===== src/rtl/game_sequencer.sv =====
// game_sequencer: match-level controller for the pong datapath.
// Walks the ball/score blocks through IDLE, SERVE, RALLY, POINT and OVER.
// It also gates ball motion per frame_tick.
// The optional pause feature is enabled by defining GAME_SEQ_PAUSE_EN.
//
// Ports:
//   clk          pixel clock
//   reset        synchronous, active-low
//   frame_tick   one-cycle pulse per game update
//   start_btn    start button level; a rising edge is a start request
//   pause_btn    pause button level; a rising edge toggles pause (GAME_SEQ_PAUSE_EN only)
//   score_left   left player scored (from ball)
//   score_right  right player scored (from ball)
//   game_over    level from the score module
//   ball_run     ball may advance on frame_tick
//   ball_center  one-cycle recentre pulse
//   serve_dir    0 = serve left, 1 = serve right
//   point_left   one-cycle score increment, left
//   point_right  one-cycle score increment, right
//   flash        playfield invert request
//   state        current state encoding (debug / HEX)
module game_sequencer #(
    parameter int SERVE_FRAMES = 60,
    parameter int POINT_FRAMES = 90,
    parameter int FLASH_PERIOD = 8,
    parameter int CNT_W        = 8
) (
    input  logic       clk,
    input  logic       reset,
    input  logic       frame_tick,
    input  logic       start_btn,
    input  logic       pause_btn,
    input  logic       score_left,
    input  logic       score_right,
    input  logic       game_over,
    output logic       ball_run,
    output logic       ball_center,
    output logic       serve_dir,
    output logic       point_left,
    output logic       point_right,
    output logic       flash,
    output logic [2:0] state
);
    localparam int FLASH_BIT = $clog2(FLASH_PERIOD);
    localparam logic [CNT_W-1:0] SERVE_LOAD = CNT_W'(SERVE_FRAMES);
    localparam logic [CNT_W-1:0] POINT_LOAD = CNT_W'(POINT_FRAMES);

    typedef enum logic [2:0] {
        IDLE   = 3'd0,
        SERVE  = 3'd1,
        RALLY  = 3'd2,
        POINT  = 3'd3,
        OVER   = 3'd4,
        PAUSED = 3'd5
    } state_t;

    state_t           cur_state, next_state;
    logic [CNT_W-1:0] cnt, next_cnt, cnt_dec;
    logic             start_q, start_req, pause_hit;
    logic             next_dir, next_center, next_pl, next_pr;

    // Counter never wraps: decrement saturates at zero.
    function automatic logic [CNT_W-1:0] sat_dec(input logic [CNT_W-1:0] v);
        return (v == '0) ? '0 : v - 1'b1;
    endfunction

    assign start_req = start_btn & ~start_q;
    assign cnt_dec   = sat_dec(cnt);
    assign state     = cur_state;

`ifdef GAME_SEQ_PAUSE_EN
    logic   pause_q;
    state_t ret_state;
    assign pause_hit = pause_btn & ~pause_q;
`else
    logic unused_pause;
    assign unused_pause = pause_btn;
    assign pause_hit    = 1'b0;
`endif

    // A phase ends on the frame_tick that takes the counter to zero, so
    // SERVE/POINT last exactly SERVE_FRAMES/POINT_FRAMES ticks.
    always_comb begin
        next_state  = cur_state;
        next_cnt    = cnt;
        next_dir    = serve_dir;
        next_center = 1'b0;
        next_pl     = 1'b0;
        next_pr     = 1'b0;
        case (cur_state)
            IDLE: begin
                if (start_req) begin
                    next_state  = SERVE;
                    next_center = 1'b1;
                    next_cnt    = SERVE_LOAD;
                end
            end
            SERVE: begin
                if (pause_hit) begin
                    next_state = PAUSED;
                end else if (frame_tick) begin
                    next_cnt = cnt_dec;
                    if (cnt_dec == '0) next_state = RALLY;
                end
            end
            RALLY: begin
                // Left wins a simultaneous score; a score beats a pause request.
                if (score_left) begin
                    next_state = POINT;
                    next_pl    = 1'b1;
                    next_dir   = 1'b1;
                    next_cnt   = POINT_LOAD;
                end else if (score_right) begin
                    next_state = POINT;
                    next_pr    = 1'b1;
                    next_dir   = 1'b0;
                    next_cnt   = POINT_LOAD;
                end else if (pause_hit) begin
                    next_state = PAUSED;
                end
            end
            POINT: begin
                if (frame_tick) begin
                    next_cnt = cnt_dec;
                    if (cnt_dec == '0) begin
                        if (game_over) begin
                            next_state = OVER;
                        end else begin
                            next_state  = SERVE;
                            next_center = 1'b1;
                            next_cnt    = SERVE_LOAD;
                        end
                    end
                end
            end
            OVER: begin
                if (start_req) next_state = IDLE;
            end
`ifdef GAME_SEQ_PAUSE_EN
            PAUSED: begin
                if (pause_hit) next_state = ret_state;
            end
`endif
            default: next_state = IDLE;
        endcase
    end

    // Outputs are registered from the next-state values so they line up
    // with the state they belong to.
    always_ff @(posedge clk) begin
        if (!reset) begin
            cur_state   <= IDLE;
            cnt         <= '0;
            serve_dir   <= 1'b0;
            ball_run    <= 1'b0;
            ball_center <= 1'b0;
            point_left  <= 1'b0;
            point_right <= 1'b0;
            flash       <= 1'b0;
            start_q     <= 1'b1;
`ifdef GAME_SEQ_PAUSE_EN
            pause_q     <= 1'b1;
            ret_state   <= IDLE;
`endif
        end else begin
            cur_state   <= next_state;
            cnt         <= next_cnt;
            serve_dir   <= next_dir;
            ball_run    <= (next_state == RALLY);
            ball_center <= next_center;
            point_left  <= next_pl;
            point_right <= next_pr;
            flash       <= (next_state == POINT) && next_cnt[FLASH_BIT];
            start_q     <= start_btn;
`ifdef GAME_SEQ_PAUSE_EN
            pause_q     <= pause_btn;
            if (next_state == PAUSED && cur_state != PAUSED) ret_state <= cur_state;
`endif
        end
    end
endmodule

===== config.mk =====
export PLATFORM = sky130hd
export DESIGN_NAME = game_sequencer
export DESIGN_NICKNAME = d
export VERILOG_FILES = /design/src/rtl/game_sequencer.sv
export SDC_FILE = /design/constraint.sdc
export NUM_CORES = 1
export LEC_CHECK = 0
export ABC_AREA = 1
export CORE_MARGIN = 2
export CORE_UTILIZATION = 55
export DETAILED_ROUTE_END_ITERATION = 12
export GPL_ROUTABILITY_DRIVEN = 0
export PLACE_DENSITY = 0.87
export SLEW_MARGIN = 20
export SYNTH_ARGS = -nofsm -noshare
export SYNTH_HDL_FRONTEND = slang
export SYNTH_SLANG_ARGS = --single-unit

===== constraint.sdc =====
create_clock -name clk -period 3.1 [get_ports clk]
set_clock_uncertainty 0.2 [all_clocks]
set_input_delay 0.62 -clock clk [delete_from_list [all_inputs] [get_ports clk]]
set_output_delay 0.62 -clock clk [all_outputs]
set_load 0.005 [all_outputs]

Yosys cells after proc, flatten, opt, wreduce, memory -nomap -nowiden

Index checks and enable logic that the tools add are counted.

Register bits after elaboration: 18
Input port bits: 8
Output and inout port bits: 9
Word-level logic and storage cells: 63

$add $sub $neg: 1
Equality and inequality tests: 10
Mux-type cells: 28
Bitwise logic cells: 4
Reduce and logical (&&, ||, !) cells: 10

Operators with widths:

| operator            | count |
|---|---|
| $mux 8              | 8 |
| $pmux 8 s4          | 1 |
| $mux 3              | 9 |
| $logic_not 8->1     | 2 |
| $pmux 3 s5          | 1 |
| $eq 3x2->1 const B  | 4 |
| $mux 1              | 8 |
| $sub 8x1->8 const B | 1 |
| $ne 2x2->1 const B  | 3 |
| $reduce_and 5->1    | 1 |
| $reduce_and 2->1    | 2 |
| $reduce_bool 4->1   | 1 |
| $eq 3x1->1 const B  | 1 |
| $eq 3x3->1 const B  | 1 |
| $logic_not 3->1     | 1 |
| $ne 3x3->1 const B  | 1 |
| $not 1->1           | 3 |
| $reduce_or 3->1     | 1 |
| $pmux 1 s2          | 1 |
| $reduce_bool 2->1   | 1 |
| $and 1x1->1         | 1 |
| $logic_and 1x1->1   | 1 |

Depth between registers and ports, before layout

Gate-level depths: netlist (run 1).

Word-level depth: 8
Depth in mapped cells: 14
Mapped depth without buffers: 14

Worst setup path after synthesis (run 1)

OpenSTA, ideal clock, no wires.

Path type: flip-flop to flip-flop
From: register cnt[0]
To: register flash
Library setup time: 0.112 ns
Arrival time: 1.583 ns
Slack: 1.205 ns
Cell stages (with the launch flop): 14
Period minus slack after synthesis: 1.895 ns
Cells stage by stage: dfxtp_1 -> inv_1 -> ha_1 -> nand2_2 -> nor2_4 -> inv_2 -> nand2_2 -> nand3_2 -> inv_1 -> nand3_1 -> a21oi_1 -> nand2_1 -> nand2_1 -> nor2_2

Word-level cells in the longest chain between the ends: 8

RTL lines:

| item                                           | line     | RTL |
|---|---|---|
| start, declared                                | 58       | `logic [CNT_W-1:0] cnt, next_cnt, cnt_dec;` |
| start signal, assigned                         | 167      | `cnt <= next_cnt;` |
| $sub 8x1->8 or $logic_not 8->1 (tied branches) | 64       | `return (v == '0) ? '0 : v - 1'b1;` |
| $mux 8 *                                       | 64       |  |
| $logic_not 8->1                                | 103, 125 |  |
| $mux 3 (on tied branches)                      | 125, 103 |  |
| $mux 3 (on tied branches)                      | 123, 101 |  |
| $pmux 3 s5                                     | 90       | `case (cur_state)` |
| $eq 3x2->1                                     | 173      | `flash <= (next_state == POINT) && next_cnt[FLASH_BIT];` |
| $logic_and 1x1->1 *                            | 173      |  |
| end signal, assigned                           | 173      |  |
| end, declared                                  | 41       | `output logic flash,` |

Mark *: on every way between the ends. The rest lies on a longest branch, timed or not. The select of a mux whose other input is x is not followed.
A chain may end at the register's enable or synchronous reset.

Worst setup path in the final report (run 1)

From: input frame_tick
To: register cnt[4]

Word-level cells in the longest chain between the ends: 2

RTL lines:

| item                                | line | RTL |
|---|---|---|
| start, declared                     | 30   | `input logic frame_tick,` |
| $ne 2x2->1 (no source line)         | -    |  |
| $reduce_and 5->1 (no source line) * | -    |  |

Mark *: on every way between the ends. The rest lies on a longest branch, timed or not.

==> results.tsv, run 1 <==
stage	metric	value	unit
status	run_status	finished, final reports clean	
finish	nNetsFinal	193	
pwr	power.share.switching	0.359	
clock_tree	holdBufCountCts	0	
worst_hold_path	min_path_type	reg2reg	
timing	sum_of_negative_setup_slack	0	ns
finish	area.growth.synth_to_final	20.4	%
grt	groute.usage.overall	0.247	
clock_tree	cts-resized-gates	0	
finish	post-route-cell-area	0.00129	mm^2
clock_tree	path_clk_slew	0.10	ns
synthesis	synth.cell_area	0.00107	mm^2
clock_tree	number_of_levels_in_the_clock_h_tree	1	
timing	max-slew-margin-rel	0.690	
pwr	power.density_cell_area	466	mW/mm^2
synthesis	syn-instance-count	164	
pwr	power_leakage	0.613	nW
clock_tree	clkSinkCount	18	
critical_path	crit_end_element	register	
pwr	clock_power_share	0.238	
grt	grt_first_pass_wirelength	4000	um
grt	grt_antenna_before_repair	0	
synthesis	synth_nets	173	
die	floorplan.die_area	0.00231	mm^2
clock_tree	worstSkewPairLatency	0.29	ns
detailed_routing	finalWirelength	2480	um
clock_tree	cts_buffers	3	
placed_design	placed_area	0.00125	mm^2
detailed_routing	drt_first_iter_violations	35	
die	start_util	0.600	
synthesis	synth.lib_cells_used.distinct	20	
synthesis	netlist.top_cell.by_area	sky130_fd_sc_hd__dfxtp_1	
finish	share_of_final_layout_standard_cells_stronger_than_drive_strength_1	0.115	
critical_path	timing_worst_setup_path_type	in2reg	
pwr	combPwrFrac	0.338	
pwr	power.ir.vdd_worst	0.368	mV
timing	grt_setup_unrepaired	false	
detailed_routing	detail_route.vias_per_cell	5.41	
timing	final_hold_viol_count	0	
timing	period_share	0.758	
pwr	sequential_power_share	0.423	
detailed_routing	detail_route.wl_per_cell	11.9	um
clock_tree	tritoncts	built	
detailed_routing	route.detailed.drc	0	
synthesis	post_synthesis_sequential_element_count	18	
die	core-area	0.00178	mm^2
synthesis	syn_area_per_cell	6.52	um^2
critical_path	arrival	2.34	ns
finish	n_antenna_cell	0	
clock_tree	ctsRootBufferMaster	sky130_fd_sc_hd__clkbuf_4	
synthesis	synth.area.top_cells	sky130_fd_sc_hd__dfxtp_1 34%, sky130_fd_sc_hd__inv_1 11%, sky130_fd_sc_hd__nand2_1 11%	
timing	tightest_slew	0.461	ns
critical_path	cp.required	3.09	ns
critical_path	cp-start-kind	input port	
pwr	p_switching	0.215	mW
die	placementRows	15	
placed_design	dpl.hpwl	1930	um
job	timing.max_cap.violations	0	
critical_path	critical_path_peak_fanout	7	
timing	timing.final.crit_period	2.35	ns
synthesis	yosys_warning_total	0	
timing	slew_violations	0	
die	die_w	48.1	um
grt	grt_remaining_overflow	0	
detailed_routing	post_detailed_route_count_of_antenna_violating_nets	0	
die	die_height	48.1	um
clock_tree	cts_max_path_buffers	2	
detailed_routing	drt_first_pass_iters	5	
clock_tree	postCtsSetupBuffers	0	
grt	grt_start_max_net_pins	11	
timing	setup-violations-final	0	
grt	first_global_vias	961	
pwr	power.internal	0.384	mW
die	io-pin-count	17	
timing	max_freq	426	MHz
detailed_routing	vias	1126	
pwr	overall_power_after_layout	0.599	mW
synthesis	sequential_share_of_the_synthesized_area	0.337	
finish	layout_common_cells	30 x sky130_fd_sc_hd__inv_1, 30 x sky130_fd_sc_hd__nand2_1, 21 x sky130_fd_sc_hd__nor2_1	
placed_design	buffer_ports.inserted	15	
synthesis	yosys.area.top_type_share	0.337	
==> registers in the layout, summed over array words and instances, names as in the netlist <==
name,cells
flash,1
state,3
serve_dir,1
ball_run,1
ball_center,1
point_left,1
start_q,1
point_right,1
cnt,8
==> metal layers <==
metal  wire [um]  share of wire  global-route usage
met1        1090           0.44               0.315
met4          35          0.014              0.0649
met5           0              0                   0
met2        1220           0.49               0.432
met3         133          0.054              0.0407
==> metrics by stage <==
step                       util  std cells  setup slack, ns  hold slack, ns
final                     0.722        208            0.750           0.305
after global routing      0.722        208            0.620           0.316
after CTS                 0.722        208            0.812           0.308
after floorplan               -        164             1.20           0.271
after global placement    0.702        204            0.528           0.274
after detailed placement  0.702        204            0.504           0.283
==> cell usage after synthesis (all sizes together) <==
cell type,n
o31ai,2
dfxtp,18
a21oi,14
o21ai,8
nand3,18
a31o,1
xnor2,1
nand4,5
ha,1
inv,31
nor3,5
nor2,28
nand2,32
==> cells by family (layout without fill, tap and decap cells) <==
kind of cell,count (synthesis),count (layout),share of synthesized area
flops,18,18,0.337
compound gates,25,25,0.129
fa+ha+maj,1,1,0.0117
xor+xnor,1,1,0.00819
simple gates,88,88,0.406
buf+inv,31,50,0.109
==> power groups by stage <==
stage          Sequential [mW]  Clock, mW  Combinational (mW)
2_1_floorplan            0.256          0               0.156
3_3_place_gp             0.258          0               0.192
3_5_place_dp             0.259          0               0.200
4_1_cts                  0.254      0.148               0.202
5_1_grt                  0.255      0.156               0.226
6_report                 0.254      0.143               0.203
==> path summary, 6_finish.rpt <==
| check | start | endpoint | slack (ns) | depth (start not counted) |
|---|---|---|---|---|
| setup / recovery | frame_tick | cnt[4] | 0.75 | 8 |
| hold / removal | serve_dir | serve_dir | 0.31 | 1 |
| setup reg to reg | cnt[0] | flash | 0.94 | 13 |
| hold reg to reg | serve_dir | serve_dir | 0.31 | 1 |
==> worst max-delay path, cell delays in order <==
cell and delay, ns:
sky130_fd_sc_hd__clkdlybuf4s50_1 0.62, sky130_fd_sc_hd__nor2_1 0.08, sky130_fd_sc_hd__inv_1 0.07, sky130_fd_sc_hd__nand4_1 0.29, sky130_fd_sc_hd__nor2_1 0.29, sky130_fd_sc_hd__o31ai_1 0.10, sky130_fd_sc_hd__o21ai_0 0.20, sky130_fd_sc_hd__inv_1 0.06
==> area by class of cell <==
cell class / instances / area, um^2
clock buffer: 4 / 36.3
fill: 148 / 495
inverter: 31 / 116
multi-input combinational: 115 / 593
sequential: 18 / 360
tap: 25 / 31.3
timing repair buffer: 15 / 150
No activity file was read; power rests on OpenSTA's default activity.
==> run 2, diff against run 1 <==
--- a/config.mk
+++ b/config.mk
@@ -7,10 +7,10 @@
 export LEC_CHECK = 0
 export ABC_AREA = 1
 export CORE_MARGIN = 2
-export CORE_UTILIZATION = 55
+export CORE_UTILIZATION = 52
 export DETAILED_ROUTE_END_ITERATION = 12
 export GPL_ROUTABILITY_DRIVEN = 0
-export PLACE_DENSITY = 0.87
+export PLACE_DENSITY = 0.83
 export SLEW_MARGIN = 20
 export SYNTH_ARGS = -nofsm -noshare
 export SYNTH_HDL_FRONTEND = slang
==> constraint.sdc (replaced) <==
create_clock -name clk -period 2.2 [get_ports clk]
set_clock_uncertainty 0.2 [all_clocks]
set_input_delay 0.44 -clock clk [delete_from_list [all_inputs] [get_ports clk]]
set_output_delay 0.44 -clock clk [all_outputs]
set_load 0.005 [all_outputs]
==> run 2 against run 1 <==
  * Final cell count rose by 3.4%
  * Flip-flop and latch count did not move
  * Combinational power rose by 55%
  * Cell area rose by 4.4%
  * Worst setup slack got worse by 0.63 ns
  * Count of clock-buffer cells in the layout fell by 1
  * Register-to-register slack got worse by 0.82 ns
  * Hold slack got worse by 0.0094 ns
  * First-iteration DRC count fell by 37%
==> results.tsv, run 2 (synthesized netlist as in run 1, its figures left out) <==
stage	metric	value	unit
placed_design	placed_area	0.00129	mm^2
critical_path	cp.buffers_inverters	3	
critical_path	crit_end_element	register	
timing	timing.final.crit_period	2.08	ns
finish	register_area	362	um^2
grt	first_global_vias	1054	
detailed_routing	post_detailed_route_count_of_antenna_violating_nets	0	
grt	grt_remaining_overflow	0	
critical_path	critPathMaxStageDelay	0.34	ns
placed_design	buffer_ports.inserted	15	
timing	fin_hold_ws	0.296	ns
detailed_routing	drt_first_pass_iters	4	
finish	most_common_library_cell_in_the_layout_ignoring_fill_and_taps	sky130_fd_sc_hd__nand2_1	
critical_path	worst_path_dominant_cell_family	simple AND/OR/NAND/NOR gates	
clock_tree	number_of_levels_in_the_clock_h_tree	1	
clock_tree	cts_max_path_buffers	2	
finish	area.growth.synth_to_final	25.6	%
critical_path	critical-path-slowest-cell	sky130_fd_sc_hd__dfxtp_1	
detailed_routing	detail_route.vias_per_cell	5.29	
grt	grt_first_pass_wirelength	4350	um
critical_path	arrival	2.07	ns
clock_tree	ctsRootBufferMaster	sky130_fd_sc_hd__clkbuf_4	
clock_tree	worstSkewPairLatency	0.29	ns
detailed_routing	finalWirelength	2680	um
pwr	overall_power_after_layout	0.829	mW
die	floorplan.die_area	0.00244	mm^2
die	placementRows	16	
critical_path	cp_cell_sequence	inv_1, ha_4, nand2_2, nor2_4, inv_2, nand2_2, nand3_2, inv_1, nand3_1, a21oi_2, nand2_1, nand2_1, nor2_2	
status	run_status	finished, final reports clean	
detailed_routing	route.detailed.drc	0	
critical_path	cp-start-kind	register	
timing	max-slew-margin-rel	0.701	
timing	setup-violations-final	0	
grt	groute.usage.overall	0.230	
finish	multi_input_area	614	um^2
timing	period_share	0.944	
timing	slew_violations	0	
critical_path	critical_path.reg2reg.startpoint	cnt[1]	
timing	final_hold_viol_count	0	
finish	layout_common_cells	30 x sky130_fd_sc_hd__nand2_1, 29 x sky130_fd_sc_hd__inv_1, 21 x sky130_fd_sc_hd__nor2_1	
die	core-area	0.00194	mm^2
die	die_height	49.4	um
clock_tree	tritoncts	built	
timing	tightest_slew	0.445	ns
clock_tree	path_clk_slew	0.09	ns
die	io-pin-count	17	
finish	regMostFlops	cnt	
pwr	power.ir.vdd_worst	0.474	mV
pwr	power.density_cell_area	617	mW/mm^2
pwr	power_leakage	0.639	nW
worst_hold_path	min_path_type	reg2reg	
timing	max_freq	481	MHz
detailed_routing	vias	1138	
placed_design	dpl.hpwl	1990	um
finish	final_core_util	0.692	
finish	largest_register_ffs	8	
worst_hold_path	timing.hold.worst.start	cnt[0]	
finish	fillerInstances	178	
critical_path	timing_worst_setup_path_type	reg2reg	
clock_tree	cts_buffers	3	
critical_path	critical_path_peak_fanout	6	
die	die_w	49.4	um
grt	grt_start_max_net_pins	10	
grt	grt_antenna_before_repair	0	
clock_tree	clkSinkCount	18	
detailed_routing	drt_first_iter_violations	22	
finish	nNetsFinal	199	
critical_path	cp.required	2.19	ns
detailed_routing	detail_route.wl_per_cell	12.5	um
finish	share_of_final_layout_standard_cells_stronger_than_drive_strength_1	0.165	
finish	post-route-cell-area	0.00134	mm^2
critical_path	worstSetupStartpoint	cnt[1]	
job	timing.max_cap.violations	0	
die	start_util	0.551	
finish	n_antenna_cell	0	
-- run 2: cell types whose count changed in the layout (fill, tap and decap cells not counted), sizes merged --
cell,change
clkbuf,-1
buf,+6
-- run 2: timing repair --
item | CTS | global route
buffers inserted | 0 | 1
endpoints found under the hold margin | 0 | 0
hold buffers | 0 | 0
setup endpoints to repair | 0 | 12
resized for setup | 0 | 6
-- run 2: cell type report --
class / count / share of cell area
multi-input combinational: 115 / 0.457
sequential: 18 / 0.269
timing repair buffer: 21 / 0.145
inverter: 31 / 0.0866
tap: 27 / 0.0251
clock buffer: 3 / 0.0168
-- run 2: stage by stage --
step	cells	worst slack [ns]	setup TNS [ns]
6_report	215	0.123	0
5_1_grt	215	-0.0404	-0.0404
4_1_cts	214	0.0486	0
3_5_place_dp	211	0.0230	0
3_3_place_gp	211	0.0605	0
2_1_floorplan	164	0.305	0
-- run 2: path summary, 6_finish.rpt --
path	to	slack [ns]	cells past startpoint
setup / recovery	flash	0.12	13
hold / removal	cnt[0]	0.30	2
setup reg to reg	flash	0.12	13
hold reg to reg	cnt[0]	0.30	2
-- run 2: where the power goes --
group          switching [mW]  leakage, nW  internal, mW
registers              0.0184        0.147         0.340
clock network          0.0922       0.0138        0.0636
logic                   0.200        0.478         0.115
total                   0.310        0.639         0.519
-- run 2: worst register-to-register path, cell delays in order (launching register included) --
cell and delay [ns]:
sky130_fd_sc_hd__dfxtp_1 0.34, sky130_fd_sc_hd__inv_1 0.09, sky130_fd_sc_hd__ha_4 0.16, sky130_fd_sc_hd__nand2_2 0.08, sky130_fd_sc_hd__nor2_4 0.18, sky130_fd_sc_hd__inv_2 0.09
sky130_fd_sc_hd__nand2_2 0.09, sky130_fd_sc_hd__nand3_2 0.14, sky130_fd_sc_hd__inv_1 0.11, sky130_fd_sc_hd__nand3_1 0.11, sky130_fd_sc_hd__a21oi_2 0.19, sky130_fd_sc_hd__nand2_1 0.09
sky130_fd_sc_hd__nand2_1 0.08, sky130_fd_sc_hd__nor2_2 0.03
-- run 2: per-layer routing --
layer | vias up | global-route usage | wire length [um]
li1 | 578 | - | -
met1 | 529 | 0.268 | 1150
met2 | 24 | 0.414 | 1370
met3 | 7 | 0.0307 | 102
met4 | 0 | 0.100 | 54
met5 | - | 0 | 0
